<file path="src/rtl/pipe_sched.sv">
// pipe_sched -- pipeline hold/flush scheduler for the 5-stage core.
//
// Arbitrates the ex-stage requesters (jump redirect, multi-cycle divide,
// load/store bus wait) against the external interrupt. It produces one
// redirect for pc_reg and hold/flush controls for if_id/id_ex.
//
// Ports:
//   clk, rst        core clock, synchronous active-high reset
//   jump_en_i/addr  ex requests a redirect to jump_addr_i
//   div_start_i     ex issues a divide; div_ready_i pulses with the result
//   mem_req_i       ex issues a load/store; mem_ack_i completes it
//   irq_i/irq_vec_i level interrupt request and handler address
//   ex_pc_i         PC of the instruction in ex (saved on interrupt entry)
//   jump_en_o/addr  redirect pc_reg this cycle (addr is 0 when not redirecting)
//   hold_flag_o     stall pc_reg, if_id, id_ex
//   flush_o         clear if_id and id_ex to NOP
//   irq_ack_o       interrupt accepted (1-cycle pulse)
//   epc_o           registered PC of the interrupted instruction
//   err_o           divide timeout (1-cycle pulse)
//
// Every output except epc_o is combinational from state and inputs.
module pipe_sched #(
  parameter int FLUSH_CYCLES = 1,
  parameter int DIV_TIMEOUT  = 40
) (
  input  logic        clk,
  input  logic        rst,
  input  logic        jump_en_i,
  input  logic [31:0] jump_addr_i,
  input  logic        div_start_i,
  input  logic        div_ready_i,
  input  logic        mem_req_i,
  input  logic        mem_ack_i,
  input  logic        irq_i,
  input  logic [31:0] irq_vec_i,
  input  logic [31:0] ex_pc_i,
  output logic        jump_en_o,
  output logic [31:0] jump_addr_o,
  output logic        hold_flag_o,
  output logic        flush_o,
  output logic        irq_ack_o,
  output logic [31:0] epc_o,
  output logic        err_o
);

  localparam int DW = $clog2(DIV_TIMEOUT) + 1;
  localparam logic [2:0]    FC    = 3'(FLUSH_CYCLES);
  localparam logic [DW-1:0] DLAST = DW'(DIV_TIMEOUT - 1);

  typedef enum logic [1:0] {S_RUN, S_FLUSH, S_DIV, S_MEM} state_t;

  state_t        state;
  logic [2:0]    fcnt;
  logic [DW-1:0] dcnt;

  // Output decode. rst masks everything so a reset in the middle of a
  // stall or flush releases the pipeline immediately.
  always_comb begin
    jump_en_o   = 1'b0;
    jump_addr_o = 32'd0;
    hold_flag_o = 1'b0;
    flush_o     = 1'b0;
    irq_ack_o   = 1'b0;
    err_o       = 1'b0;
    if (!rst) begin
      case (state)
        S_RUN: begin
          if (jump_en_i) begin
            jump_en_o   = 1'b1;
            jump_addr_o = jump_addr_i;
            flush_o     = 1'b1;
            hold_flag_o = 1'b1;
          end else if (div_start_i) begin
            // a divider that answers in the issue cycle needs no stall
            hold_flag_o = !div_ready_i;
          end else if (mem_req_i && !mem_ack_i) begin
            hold_flag_o = 1'b1;
          end else if (irq_i) begin
            jump_en_o   = 1'b1;
            jump_addr_o = irq_vec_i;
            flush_o     = 1'b1;
            hold_flag_o = 1'b1;
            irq_ack_o   = 1'b1;
          end
        end
        S_FLUSH: flush_o = 1'b1;
        S_DIV: begin
          // ready beats the timeout when both land in the same cycle
          if (div_ready_i)         hold_flag_o = 1'b0;
          else if (dcnt == DLAST)  err_o       = 1'b1;
          else                     hold_flag_o = 1'b1;
        end
        S_MEM:   hold_flag_o = !mem_ack_i;
        default: ;
      endcase
    end
  end

  always_ff @(posedge clk) begin
    if (rst) begin
      state <= S_RUN;
      fcnt  <= 3'd0;
      dcnt  <= '0;
      epc_o <= 32'd0;
    end else begin
      case (state)
        S_RUN: begin
          if (jump_en_i) begin
            if (FLUSH_CYCLES != 0) begin
              state <= S_FLUSH;
              fcnt  <= FC;
            end
          end else if (div_start_i) begin
            dcnt <= '0;
            if (!div_ready_i) state <= S_DIV;
          end else if (mem_req_i && !mem_ack_i) begin
            state <= S_MEM;
          end else if (irq_i) begin
            epc_o <= ex_pc_i;
            if (FLUSH_CYCLES != 0) begin
              state <= S_FLUSH;
              fcnt  <= FC;
            end
          end
        end
        S_FLUSH: begin
          fcnt <= fcnt - 3'd1;
          // fcnt==0 cannot normally occur here; treat it as the last cycle
          if (fcnt <= 3'd1) state <= S_RUN;
        end
        S_DIV: begin
          dcnt <= dcnt + DW'(1);
          if (div_ready_i || dcnt == DLAST) state <= S_RUN;
        end
        S_MEM: begin
          if (mem_ack_i) state <= S_RUN;
        end
        default: state <= S_RUN;
      endcase
    end
  end

endmodule

</file>
<file path="config.mk">
export PLATFORM = sky130hd
export DESIGN_NAME = pipe_sched
export DESIGN_NICKNAME = d
export VERILOG_FILES = /design/src/rtl/pipe_sched.sv
export SDC_FILE = /design/constraint.sdc
export NUM_CORES = 1
export LEC_CHECK = 0
export ABC_AREA = 1
export CORE_MARGIN = 2
export CORE_UTILIZATION = 31
export CTS_BUF_LIST = sky130_fd_sc_hd__clkbuf_8 sky130_fd_sc_hd__clkbuf_16
export DETAILED_ROUTE_END_ITERATION = 8
export MAX_ROUTING_LAYER = met4
export PLACE_DENSITY = 0.81
export SLEW_MARGIN = 40
export SYNTH_ARGS = -nofsm -noshare
export SYNTH_HDL_FRONTEND = slang
export SYNTH_SLANG_ARGS = --single-unit
</file>
<file path="constraint.sdc">
create_clock -name clk -period 2.1 [get_ports clk]
set_input_delay 0.63 -clock clk [delete_from_list [all_inputs] [get_ports clk]]
set_output_delay 0.63 -clock clk [all_outputs]
set_load 0.02 [all_outputs]
</file>
==> results of run 1 <==
-- repair_timing --
action	CTS	global route
buffers inserted	14	6
pin swaps	9	14
endpoints found under the setup margin	48	40
cloned	4	0
resized for setup	305	35
hold buffers	0	0
-- metal layers --
metal | vias to the layer above | share of wire (%) | track usage, %
met1 | 1545 | 39 | 27.5
met3 | 17 | 8.6 | 7.30
li1 | 1632 | - | -
met2 | 171 | 51 | 45.2
met5 | - | 0 | -
met4 | 0 | 1.4 | 8.33
-- cell families (layout without fill, tap and decap cells) --
family / count (synthesis) / count (layout)
simple gates: 205 / 205
compound gates: 80 / 80
flops: 44 / 44
buf+inv: 44 / 258
fa+ha+maj: 3 / 3
-- cell usage after synthesis --
library cell	instances	area [sq um]
inv_2	3	11.3
a22oi_1	1	7.51
a21oi_1	7	35.0
nor3_1	2	10.0
nand2_1	100	375
o211ai_1	1	7.51
inv_1	20	75.1
ha_1	3	37.5
nand2_2	1	6.26
clkbuf_1	10	37.5
nand3_1	10	50.1
nand4_1	4	25.0
a31oi_1	1	6.26
nor3_4	1	16.3
dfxtp_1	44	881
nand3b_1	1	7.51
nor2_4	1	11.3
or2_2	1	6.26
buf_2	8	40.0
nor2_1	83	312
nor4_1	1	6.26
buf_6	3	33.8
o21ai_0	67	335
o21ai_1	3	15.0
-- worst paths after layout --
kind	cells past startpoint	from	end	slack, ps
max	13	mem_ack_i	jump_addr_o[25]	-320
min	2	dcnt[6]	dcnt[6]	480
max reg2reg	9	state[0]	epc_o[7]	360
min reg2reg	2	dcnt[6]	dcnt[6]	480
-- per-stage QoR --
stage	power, W	hold slack (ps)
finish	0.00278	483
global route	0.00290	525
CTS	0.00274	472
detailed placement	0.00198	459
global placement	0.00196	455
floorplan	0.00143	440
-- registers in the layout, indices dropped and copies added (netlist names) --
| signal | count |
|---|---|
| dcnt | 7 |
| state | 2 |
| fcnt | 3 |
| epc_o | 32 |
-- worst max-delay path: stages --
cell and delay (ps):
buf_8 80, inv_4 30, nand2_4 80, nand2_4 60, nor3_4 130, nand2_2 90, inv_4 70, buf_12 120
buf_12 120, buf_16 120, nand2_4 50, o21ai_4 60, buf_6 140
-- cell type report --
cell class	instances	area (sq um)	area share, %
clock buffer	5	68.8	1.27
clock inverter	3	46.3	0.856
inverter	23	101	1.87
multi-input combinational	288	1850	34.1
sequential	44	885	16.4
tap	99	124	2.29
timing repair buffer	227	2340	43.2
-- power groups by stage --
stage	registers (W)	logic [W]	clock network, W
after CTS	0.000919	0.00114	0.000686
final	0.000920	0.00118	0.000674
after global routing	0.000927	0.00125	0.000720
after detailed placement	0.000936	0.00105	0
after global placement	0.000933	0.00103	0
after floorplan	0.000977	0.000457	0
==> flow_summary.ini, run 1 <==
[synth]
avgSynthCellArea_sq_um = 6.25
yosys.area_share.simple_pct = 35.2
synth_seq_cells = 44
synthesis.nets = 483
synth_mux_area_share_pct = 0
synth_top_family_by_area = simple AND/OR/NAND/NOR gates
synth_compound_area_share_pct = 17.3
synth_fa_ha_area_share_pct = 1.60
synth_cell_types = 24
yosys_warnings = 0
syn-cell-area_sq_um = 2350
synthXorXnorAreaFrac_pct = 0
syn_inst = 376
ys_seq_area_share_pct = 37.5

[place]
placed_cell_area_sq_um = 4750
detailed_place_hpwl_microns = 7140
gp_congestion = 0.831
dp_slack_ps = -1190
io_buffers = 172
placed_cells = 662

[sta]
min_period_over_period_pct = 115
finClkSkew_ps = 8.47
hold_viol_final = 0
fmax_ghz = 0.414
rsz0062_at_grt = true
setup_ws_ps = -318
maxSlewHeadroom_pct = 77.8
worst_slew_pin_slew_ps = 334
slew_viol_final = 0
post-route-min-period_ps = 2420
finalSetupTns_ps = -7480
setup_viol = 35

[cells_and_area]
fin_util_pct = 74.2
drive_gt1_share_pct = 34.2
nFillCells = 529
stdcell_area_sq_um = 5410
syn2layout_area_growth_pct = 130
final_cell_mix = clkdlybuf4s50_1, nor2_1, nand2_1, buf_4
final_cells = 689
nets = 696
diodes = 0
mostFrequentLayoutCell = clkdlybuf4s50_1

[power]
switching_share_pct = 33.6
p_per_area_nw_per_um2 = 513
p_comb_share_pct = 42.6
p_seq_share_pct = 33.2
p_leak_nw = 2.47
cellInternalPower_w = 0.00184
p_switching_w = 0.000933
vdd_drop_max_mv = 0.484
p_clk_share_pct = 24.3

[clock_network]
clock-root-buffer = clkbuf_8
clkTransAtPathRegs_ps = 90
cts_tree = done
cts_htree_levels = 2
max-clock-path-buffers = 2
clkLatencyLatePin_ps = 300
cts_made_buffers = 5
cts_num_sinks = 44

[detailed_routing]
drt.antenna.violating_nets = 0
vias = 3365
dr.pass1.iters = 4
drt_iter0_drc = 122
routed_wl_microns = 10800
drc = 0
post_drt_via_cell_ratio = 4.88
wl_per_cell_microns = 15.7

[worst_setup_path]
worstSetupStartpointType = primary input
timing.critical_path.to_type = primary output
criticalPathCategory = in2out
crit_arrival_ps = 1790
crit_required_ps = 1470
path_max_fanout = 5

[global_routing]
antenna_found_initial = 0
gr-usage-all-layers_pct = 25.6
grt_max_degree = 39
grt_pass1_wl_microns = 16800
overflow = 0
grt_pass1_vias = 3552

[die]
dieArea_sq_um = 8290
start_util_pct = 32.2
core_area_sq_um = 7290
die_h_microns = 91.0
num_rows = 31
io_pins = 173
fp.dieW_microns = 91.0

[status]
status = complete, but fails checks
failed_checks = setup timing

[run]
maxCapViolations = 0

[worst_hold_path]
hold_class = reg2reg
No activity file was read; power rests on OpenSTA's default activity.
==> run 2: changes to the inputs <==
--- a/config.mk
+++ b/config.mk
@@ -9,10 +9,11 @@
 export CORE_MARGIN = 2
 export CORE_UTILIZATION = 31
 export CTS_BUF_LIST = sky130_fd_sc_hd__clkbuf_8 sky130_fd_sc_hd__clkbuf_16
+export CTS_CLUSTER_SIZE = 40
 export DETAILED_ROUTE_END_ITERATION = 8
 export MAX_ROUTING_LAYER = met4
 export PLACE_DENSITY = 0.81
-export SLEW_MARGIN = 40
+export SLEW_MARGIN = 20
 export SYNTH_ARGS = -nofsm -noshare
 export SYNTH_HDL_FRONTEND = slang
 export SYNTH_SLANG_ARGS = --single-unit
==> results of run 2 <==
Same layout as run 1: the final DEF is identical, and so are final timing and power.
==> run 3: changes to the inputs <==
--- a/config.mk
+++ b/config.mk
@@ -7,12 +7,12 @@
 export LEC_CHECK = 0
 export ABC_AREA = 1
 export CORE_MARGIN = 2
-export CORE_UTILIZATION = 31
+export CORE_UTILIZATION = 34
 export CTS_BUF_LIST = sky130_fd_sc_hd__clkbuf_8 sky130_fd_sc_hd__clkbuf_16
 export CTS_CLUSTER_SIZE = 40
 export DETAILED_ROUTE_END_ITERATION = 8
 export MAX_ROUTING_LAYER = met4
-export PLACE_DENSITY = 0.81
+export PLACE_DENSITY = 0.84
 export SLEW_MARGIN = 20
 export SYNTH_ARGS = -nofsm -noshare
 export SYNTH_HDL_FRONTEND = slang
==> constraint.sdc (replaced) <==
create_clock -name clk -period 2.71 [get_ports clk]
set_input_delay 0.813 -clock clk [delete_from_list [all_inputs] [get_ports clk]]
set_output_delay 0.813 -clock clk [all_outputs]
set_load 0.02 [all_outputs]
==> run 3 against run 2 <==
The run still ends with setup timing left. Clock-buffer cell count did not move. Clock power fell by 39%. Via count decreased by 5.1%. Cell count is 6.1% lower. Total power decreased by 32%. Largest power group unchanged.
==> flow_summary.ini, run 3 (same netlist as run 1, synthesis figures left out) <==
[die]
fp.dieW_microns = 87.1
io_pins = 173
die_h_microns = 87.1
dieArea_sq_um = 7590
num_rows = 30
core_area_sq_um = 6760
start_util_pct = 34.8

[worst_setup_path]
crit_arrival_ps = 1910
worstSetupPathDepth = 11
crit_slowest_cell = nor3_4
path_max_fanout = 6
criticalPathCategory = in2out
timing.critical_path.to_type = primary output
crit_buf_inv = 6
crit_family = buffers and inverters
slowest_delay_ps = 190
worstSetupStartpointType = primary input
path_cells = buf_8, inv_4, nand2_4, nor3_4, nand2_2, inv_4, buf_6, buf_16, nand2_2, o21ai_1, buf_4
crit_required_ps = 1900
reg2reg_depth = 9

[run]
maxCapViolations = 0

[place]
gp_congestion = 0.889
io_buffers = 172
placed_cells = 630
dp_slack_ps = -976
detailed_place_hpwl_microns = 6640

[cells_and_area]
drive_gt1_share_pct = 25.9
nFillCells = 522
syn2layout_area_growth_pct = 101
diodes = 0
multi_input_area_sq_um = 1510
top_regs = epc_o: 32 flops, dcnt: 7 flops, fcnt: 3 flops
regMostFlops = epc_o
nets = 673
register_area_sq_um = 881
mostFrequentLayoutCell = clkdlybuf4s50_1
final_cell_mix = clkdlybuf4s50_1, nor2_1, nand2_1, dfxtp_1, o21ai_0
final_cells = 647
largest_reg_flops = 32

[sta]
setup_viol = 9
finClkSkew_ps = 8.22
slew_viol_final = 0
worst_slew_pin_slew_ps = 345
hold_viol_final = 0
min_period_over_period_pct = 101
post-route-min-period_ps = 2720
fmax_ghz = 0.367
setup_ws_ps = -13.6
maxSlewHeadroom_pct = 77.0
rsz0062_at_grt = true

[clock_network]
clock-root-buffer = clkbuf_8
cts_made_buffers = 5
postCtsHoldBufs = 0
cts_htree_levels = 2
clkTransAtPathRegs_ps = 80
cts_tree = done
max-clock-path-buffers = 2
clkLatencyLatePin_ps = 300
cts_num_sinks = 44

[global_routing]
grt_pass1_vias = 3138
grt_max_degree = 39
overflow = 0
gr-usage-all-layers_pct = 23.8
grt_pass1_wl_microns = 14000
antenna_found_initial = 0

[worst_hold_path]
hold_class = reg2reg
hold_depth = 2

[detailed_routing]
drt_iter0_drc = 88
post_drt_via_cell_ratio = 4.94
drc = 0
wl_per_cell_microns = 14.5
vias = 3194
drt.antenna.violating_nets = 0
dr.pass1.iters = 6
routed_wl_microns = 9380

[power]
p_total_w = 0.00188
vdd_drop_max_mv = 0.343
p_leak_nw = 2.10
p_per_area_nw_per_um2 = 399

[status]
failed_checks = setup timing
status = complete, but fails checks
==> run 3: stage by stage <==
step	hold slack (ps)	setup TNS, ps	utilization (%)	instance area, sq um
2_1_floorplan	440	-436	-	2390
3_3_place_gp	451	-29710	63.8	4310
3_5_place_dp	456	-31820	63.8	4310
4_1_cts	468	-245	67.6	4570
5_1_grt	492	-1340	69.9	4720
6_report	467	-55.0	69.9	4720
==> run 3: path summary, 6_finish.rpt <==
path / from / to / slack, ps
max reg2reg: state[1] / epc_o[26] / 980
max: jump_en_i / jump_addr_o[8] / -10
min: dcnt[6] / dcnt[6] / 470
min reg2reg: dcnt[6] / dcnt[6] / 470
==> run 3: what timing repair did <==
item                       CTS  global route
gates resized for setup    259            52
pin swaps                    4             2
cloned                       4             0
setup endpoints to repair   37            36
setup buffers                6             1
==> run 3: tightest hold or removal path, stage by stage (launching register included) <==
cell     delay (ps)
dfxtp_1         320
nand2_1          60
a21oi_1          50
==> run 3: final cells by class <==
class,count,area share [%]
Multi-Input combinational cell,288,31.9
Timing Repair Buffer,204,43.4
Sequential cell,44,18.7
Inverter,23,1.99
Clock buffer,5,1.46
Clock inverter,3,0.503
Tap cell,80,2.12
==> run 3: per-layer routing <==
layer  global-route usage, %  routed length (microns)  vias up
li1                        -                        -     1588
met4                    8.39                      147        0
met3                    5.88                      724       14
met1                    24.5                     3620     1458
met5                       -                        0        -
met2                    43.8                     4890      134
==> run 3: power breakdown <==
group / total [W] / internal, W / switching [W]
Combinational: 0.000759 / 0.000377 / 0.000382
Sequential: 0.000712 / 0.000688 / 0.0000248
Clock: 0.000412 / 0.000183 / 0.000229
Total: 0.00188 / 0.00125 / 0.000636
